===== src/rtl/button_debounce.sv =====
`timescale 1ns/1ps
`default_nettype none
// ============================================================================
//  Module   : button_debounce
//  Purpose  : Debounces a raw, active-low, bouncing pushbutton. Produces a
//             clean level, one-cycle press / release strobes, an optional
//             auto-repeat strobe while the button is held, a combined step
//             strobe for a downstream counter and an 8-bit press counter.
//
//  Ports    : clk           - system clock, rising-edge logic
//             rst_n         - synchronous, active-low reset
//             btn_n         - raw asynchronous button, low = pressed
//             btn_level     - debounced level, 1 = pressed
//             press_pulse   - one-cycle strobe on an accepted press
//             release_pulse - one-cycle strobe on an accepted release
//             repeat_pulse  - one-cycle strobe per auto-repeat while held
//             step_pulse    - press_pulse | repeat_pulse
//             press_count   - accepted presses modulo 256
//
//  Config   : define BUTTON_AUTOREPEAT_EN to build the auto-repeat timer.
//             When undefined, repeat_pulse is held at 0 and no timer exists.
//
//  Revision : 1.0 - initial release
// ============================================================================
module button_debounce #(
    parameter int DEBOUNCE_CYCLES = 240000,   // stable cycles to accept a change
    parameter int REPEAT_DELAY    = 6000000,  // press to first repeat, in cycles
    parameter int REPEAT_PERIOD   = 1200000   // repeat to repeat, in cycles
) (
    input  logic       clk,
    input  logic       rst_n,
    input  logic       btn_n,
    output logic       btn_level,
    output logic       press_pulse,
    output logic       release_pulse,
    output logic       repeat_pulse,
    output logic       step_pulse,
    output logic [7:0] press_count
);

    // ------------------------------------------------------------------------
    // Constants
    // ------------------------------------------------------------------------
    localparam int                 c_CNT_W    = $clog2(DEBOUNCE_CYCLES);
    localparam logic [c_CNT_W-1:0] c_CNT_TERM = c_CNT_W'(DEBOUNCE_CYCLES - 1);

    localparam logic [1:0] c_S_IDLE       = 2'd0;
    localparam logic [1:0] c_S_PRESS_WAIT = 2'd1;
    localparam logic [1:0] c_S_PRESSED    = 2'd2;
    localparam logic [1:0] c_S_REL_WAIT   = 2'd3;

    // ------------------------------------------------------------------------
    // Input synchronizer. Both flops reset to 1 so a reset looks "released".
    // ------------------------------------------------------------------------
    logic r_sync1;
    logic r_sync2;
    logic w_pressed;

    always_ff @(posedge clk) begin
        if (!rst_n) begin
            r_sync1 <= 1'b1;
            r_sync2 <= 1'b1;
        end else begin
            r_sync1 <= btn_n;
            r_sync2 <= r_sync1;
        end
    end

    assign w_pressed = ~r_sync2;

    // ------------------------------------------------------------------------
    // FSM: state register
    // r_prev_state lets the output stage decode state *entry*, so each
    // accepted transition yields exactly one registered strobe one cycle
    // after the state register itself moves.
    // ------------------------------------------------------------------------
    logic [1:0]         r_state;
    logic [1:0]         r_prev_state;
    logic [c_CNT_W-1:0] r_cnt;
    logic [1:0]         w_state_nx;
    logic [c_CNT_W-1:0] w_cnt_nx;

    always_ff @(posedge clk) begin
        if (!rst_n) begin
            r_state      <= c_S_IDLE;
            r_prev_state <= c_S_IDLE;
            r_cnt        <= '0;
        end else begin
            r_state      <= w_state_nx;
            r_prev_state <= r_state;
            r_cnt        <= w_cnt_nx;
        end
    end

    // ------------------------------------------------------------------------
    // FSM: next-state and stable-counter logic
    // The counter stops at its terminal value (the transition fires there),
    // so it can never wrap.
    // ------------------------------------------------------------------------
    always_comb begin
        w_state_nx = r_state;
        w_cnt_nx   = r_cnt;
        case (r_state)
            c_S_IDLE: begin
                if (w_pressed) begin
                    w_state_nx = c_S_PRESS_WAIT;
                    w_cnt_nx   = '0;
                end
            end
            c_S_PRESS_WAIT: begin
                if (!w_pressed) begin
                    w_state_nx = c_S_IDLE;
                    w_cnt_nx   = '0;
                end else if (r_cnt == c_CNT_TERM) begin
                    w_state_nx = c_S_PRESSED;
                end else begin
                    w_cnt_nx   = r_cnt + 1'b1;
                end
            end
            c_S_PRESSED: begin
                if (!w_pressed) begin
                    w_state_nx = c_S_REL_WAIT;
                    w_cnt_nx   = '0;
                end
            end
            c_S_REL_WAIT: begin
                if (w_pressed) begin
                    // Release was only a glitch: back to held, no strobe.
                    w_state_nx = c_S_PRESSED;
                    w_cnt_nx   = '0;
                end else if (r_cnt == c_CNT_TERM) begin
                    w_state_nx = c_S_IDLE;
                end else begin
                    w_cnt_nx   = r_cnt + 1'b1;
                end
            end
            default: begin
                w_state_nx = c_S_IDLE;
                w_cnt_nx   = '0;
            end
        endcase
    end

    // ------------------------------------------------------------------------
    // Auto-repeat timer (optional)
    // Down-counter loaded with REPEAT_DELAY on the press acceptance. It only
    // runs while in PRESSED, so it is frozen during REL_WAIT and resumes if
    // the release is aborted. On reaching zero it fires and reloads with
    // REPEAT_PERIOD-1 so that the next hit is REPEAT_PERIOD cycles later.
    // ------------------------------------------------------------------------
    logic w_rpt_hit;

`ifdef BUTTON_AUTOREPEAT_EN
    localparam int c_RPT_MAX = (REPEAT_DELAY > REPEAT_PERIOD) ? REPEAT_DELAY
                                                              : REPEAT_PERIOD;
    localparam int c_RPT_W   = $clog2(c_RPT_MAX + 1);

    logic [c_RPT_W-1:0] r_rpt;
    logic               w_rpt_load;

    assign w_rpt_load = (r_state == c_S_PRESS_WAIT) && (w_state_nx == c_S_PRESSED);
    assign w_rpt_hit  = (r_state == c_S_PRESSED) && (r_rpt == '0);

    always_ff @(posedge clk) begin
        if (!rst_n) begin
            r_rpt <= '0;
        end else if (w_rpt_load) begin
            r_rpt <= c_RPT_W'(REPEAT_DELAY);
        end else if (r_state == c_S_PRESSED) begin
            if (r_rpt == '0) begin
                r_rpt <= c_RPT_W'(REPEAT_PERIOD - 1);
            end else begin
                r_rpt <= r_rpt - 1'b1;
            end
        end
    end
`else
    // Repeat parameters are accepted but have no effect in this build.
    logic w_unused_rpt_cfg;
    assign w_unused_rpt_cfg = (REPEAT_DELAY > 0) ^ (REPEAT_PERIOD > 0);
    assign w_rpt_hit        = 1'b0;
`endif

    // ------------------------------------------------------------------------
    // FSM: output decode (next values of the registered outputs)
    // ------------------------------------------------------------------------
    logic       w_press_nx;
    logic       w_release_nx;
    logic       w_repeat_nx;
    logic       w_level_nx;
    logic [7:0] w_count_nx;
    logic       r_level;
    logic       r_press;
    logic       r_release;
    logic       r_repeat;
    logic       r_step;
    logic [7:0] r_count;

    always_comb begin
        w_press_nx   = (r_state == c_S_PRESSED) && (r_prev_state == c_S_PRESS_WAIT);
        w_release_nx = (r_state == c_S_IDLE)    && (r_prev_state == c_S_REL_WAIT);
        // A repeat can never coincide with the press strobe; guard anyway so
        // the three strobes stay mutually exclusive for any parameter set.
        w_repeat_nx  = w_rpt_hit && !w_press_nx;
        w_level_nx   = r_level;
        w_count_nx   = r_count;
        if (w_press_nx) begin
            w_level_nx = 1'b1;
            w_count_nx = r_count + 8'd1;   // wraps 255 -> 0 naturally
        end else if (w_release_nx) begin
            w_level_nx = 1'b0;
        end
    end

    // ------------------------------------------------------------------------
    // Output registers
    // ------------------------------------------------------------------------
    always_ff @(posedge clk) begin
        if (!rst_n) begin
            r_level   <= 1'b0;
            r_press   <= 1'b0;
            r_release <= 1'b0;
            r_repeat  <= 1'b0;
            r_step    <= 1'b0;
            r_count   <= 8'd0;
        end else begin
            r_level   <= w_level_nx;
            r_press   <= w_press_nx;
            r_release <= w_release_nx;
            r_repeat  <= w_repeat_nx;
            r_step    <= w_press_nx | w_repeat_nx;
            r_count   <= w_count_nx;
        end
    end

    assign btn_level     = r_level;
    assign press_pulse   = r_press;
    assign release_pulse = r_release;
    assign repeat_pulse  = r_repeat;
    assign step_pulse    = r_step;
    assign press_count   = r_count;

endmodule
`default_nettype wire


===== config.mk =====
export PLATFORM = sky130hd
export DESIGN_NAME = button_debounce
export DESIGN_NICKNAME = d
export VERILOG_FILES = /design/src/rtl/button_debounce.sv
export SDC_FILE = /design/constraint.sdc
export NUM_CORES = 1
export LEC_CHECK = 0
export CAP_MARGIN = 10
export CORE_MARGIN = 8
export CORE_UTILIZATION = 30
export DETAILED_ROUTE_END_ITERATION = 12
export GPL_ROUTABILITY_DRIVEN = 0
export PLACE_DENSITY = 0.57
export SYNTH_ARGS = -nofsm -noshare
export SYNTH_HDL_FRONTEND = slang
export SYNTH_SLANG_ARGS = --single-unit

===== constraint.sdc =====
create_clock -name clk -period 4.6 [get_ports clk]
set_clock_uncertainty 0.15 [all_clocks]
set_input_delay 0.92 -clock clk [delete_from_list [all_inputs] [get_ports clk]]
set_output_delay 0.92 -clock clk [all_outputs]
set_load 0.05 [all_outputs]

==> qor.txt <==
proportion of synthesized area in mux cells = 3.69%
nets = 203
highest fanout seen on the critical path = 29
endpoint arrival time on the critical path = 2.65 ns
slew margin rel. = 22.3%
total of buffers placed on input and output ports = 14
number of distinct standard cells referenced by the synthesized netlist = 56
area of the placeable core = 0.00582 mm2
fill cell instance count of the final layout = 621
Post CTS Setup Buffer Count = 0
total inserted antenna cells = 0
Antenna Violating Nets Remaining = 0
count of yosys warnings during synthesis = 0
CTS sink count = 35
full die area = 0.00859 mm2
dpl hpwl = 2380 um
Worst Max-Slew Pin Slew = 1.16 ns
f_max = 384 MHz
fraction of final layout cells with drive strength greater than 1 = 11.6%
final hold violation count = 0
type of the setup path with the least slack = in -> reg
via-per-instance ratio = 4.89
Mean Syn Cell Area = 9.43 um2
initial core utilization = 30.3%
worst IR drop on VDD = 0.160 mV
post-synthesis compound-gate area fraction = 11.1%
clock buffer depth = 2
H-tree level count = 2
clock edge transition at the registers on the reported setup and hold paths = 0.07 ns
Worst Setup Start Kind = primary input
largest area contributor in the synthesized netlist = dfxtp_1
critical register-to-register path startpoint = r_cnt[1]
Power, Total = 0.611 mW
status = finished clean
1st-pass router iterations = 4
post-place instance area = 0.00195 mm2
total power density per cell area = 296 mW/mm2
Worst Reg-to-Reg Cells = 5
maximum number of pins on one net before global-route repair = 30
clock latency on the worst-skew pair = 0.28 ns
fin area = 0.00207 mm2
post-synthesis async set-or-reset flop share = 0%
wire length of the first global-routing pass = 6160 um
number of remaining DRC errors = 0
leading post-synthesis cells by cell area = dfxtp_1, xnor2_1, nand4_1, and2_1, mux2i_1
synthesis-to-finish area growth = 17.1%
Placement Setup Slack = 1.66 ns
DRC violation total after the first TritonRoute iteration = 88
dominant combinational cell family by area after synthesis = simple AND/OR/NAND/NOR gates
setup slack of the critical path after layout = 2.00 ns
count of state elements after synthesis = 35
basic-gate share of the synthesized area counting and, or, nand and nor cells = 32.7%
number of buffers inserted during clock tree synthesis = 5
total detailed-routing wirelength = 3500 um
Hold Crit Class = reg -> reg
number of enable flip-flop cells after synthesis = 0
synthesized-area fraction occupied by xor and xnor cells = 7.23%
Overflow after GRT = 0
launch point of the critical path = rst_n
shortest clock period the worst path allows after layout = 2.60 ns
Worst setup endpoint = r_cnt[2]
root buffer selected by CTS = clkbuf_8
worst path required time = 4.64 ns
most numerous cell in the Yosys netlist = dfxtp_1
depth of the worst hold-timing path = 1
Final Max Slew Viols = 0
worst hold slack = 0.270 ns
reg2reg setup slack = 2.24 ns
post-synth design cell area = 0.00176 mm2
Post-CTS Hold Buffers = 0
Main synth FF type = dfxtp_1
instance count of the mapped netlist = 187
overall die height = 92.7 um
Final period util = 56.6%
setup repair after global routing missed its margin = no
all-layer global routing usage = 8.83%
number of top-level pins = 16
Resize count post-CTS = 0
Final Setup Violations = 0
Static Leakage = 0.693 nW
Seq/Total Area, Yosys = 39.7%
die width = 92.7 um
leading cell types by count after synthesis = dfxtp_1, nand2_1, nand4_1
Synth Area in Adders = 1.42%
routed length per placed instance = 12.8 um
max-capacitance violation count = 0
total negative slack for setup checks = 0 ns
vias in the first global route = 1312
net count after synthesis = 192
number of antenna violations at the first check in global routing = 0
clock tree from TritonCTS = done
vias = 1339
cell row count = 28
area share of the largest cell type after synthesis = 39.7%
endpoint type of the worst setup path = register
## worst min path at each step
| stage | from | end | slack (ns) |
|---|---|---|---|
| 2_1_floorplan | r_sync1 | r_sync2 | 0.24 |
| 6_report | r_sync1 | r_sync2 | 0.27 |
| 3_3_place_gp | r_sync1 | r_sync2 | 0.25 |
| 4_1_cts | r_sync1 | r_sync2 | 0.28 |
| 3_5_place_dp | r_sync1 | r_sync2 | 0.26 |
| 5_1_grt | r_sync1 | r_sync2 | 0.30 |
## layer usage
| layer | vias to the layer above | global-route usage [%] | share of wire, % | wire, um |
|---|---|---|---|---|
| li1 | 703 | - | - | - |
| met5 | - | 0 | 0 | 0 |
| met3 | 6 | 2.75 | 2.7 | 94 |
| met1 | 618 | 10.7 | 51 | 1780 |
| met4 | 0 | 4.43 | 2.3 | 79 |
| met2 | 12 | 13.8 | 44 | 1550 |
## layout by cell type (no fill, tap or decap), types with 3 or more instances in the layout
cell             count
dfxtp_1             35
clkdlybuf4s50_1     14
nand2_1             13
nand4_1             12
and2_1              11
xnor2_1             10
nand2b_1             8
a21oi_1              8
nor2_1               6
clkbuf_8             6
nand3_1              5
mux2i_1              5
nor2b_1              4
nand3_2              3
and3_1               3
## per-stage QoR
stage	util (%)	instances
floorplan	-	187
global placement	33.5	266
detailed placement	33.5	266
CTS	35.5	274
global route	35.5	274
finish	35.5	274
## power by group
group,switching [mW],total [mW],internal (mW)
Sequential,0.00236,0.307,0.305
Combinational,0.0117,0.0185,0.00678
Clock,0.110,0.286,0.175
Total,0.124,0.611,0.487
## kinds of logic after synthesis
kind of cell	count (synthesis)
mux	6
fa+ha+maj	2
xor+xnor	13
simple gates	90
flops	35
compound gates	27
buf+inv	13
other cells	1
## cell type report
type	instances	area [um2]	area share [%]
clock buffers	6	82.6	4.00
repair buffers	16	155	7.51
multi-input cells	139	995	48.2
inverters	1	3.75	0.182
flip-flops and latches	35	701	33.9
clock inverters	2	35.0	1.70
well taps	75	93.8	4.54
## registers in the layout, summed over array words and instances (netlist names), named ones only
| signal | flops |
|---|---|
| r_cnt | 18 |
| press_count | 8 |
| r_prev_state | 2 |
| btn_level | 1 |
| r_state | 1 |
| r_sync1 | 1 |
| r_sync2 | 1 |
| release_pulse | 1 |
| step_pulse | 1 |
## worst max-delay path, cell delays in order
cell,delay (ns)
clkdlybuf4s50_1,1.01
nand2b_1,0.39
a311oi_1,0.33
(Power assumes the default switching activity.)
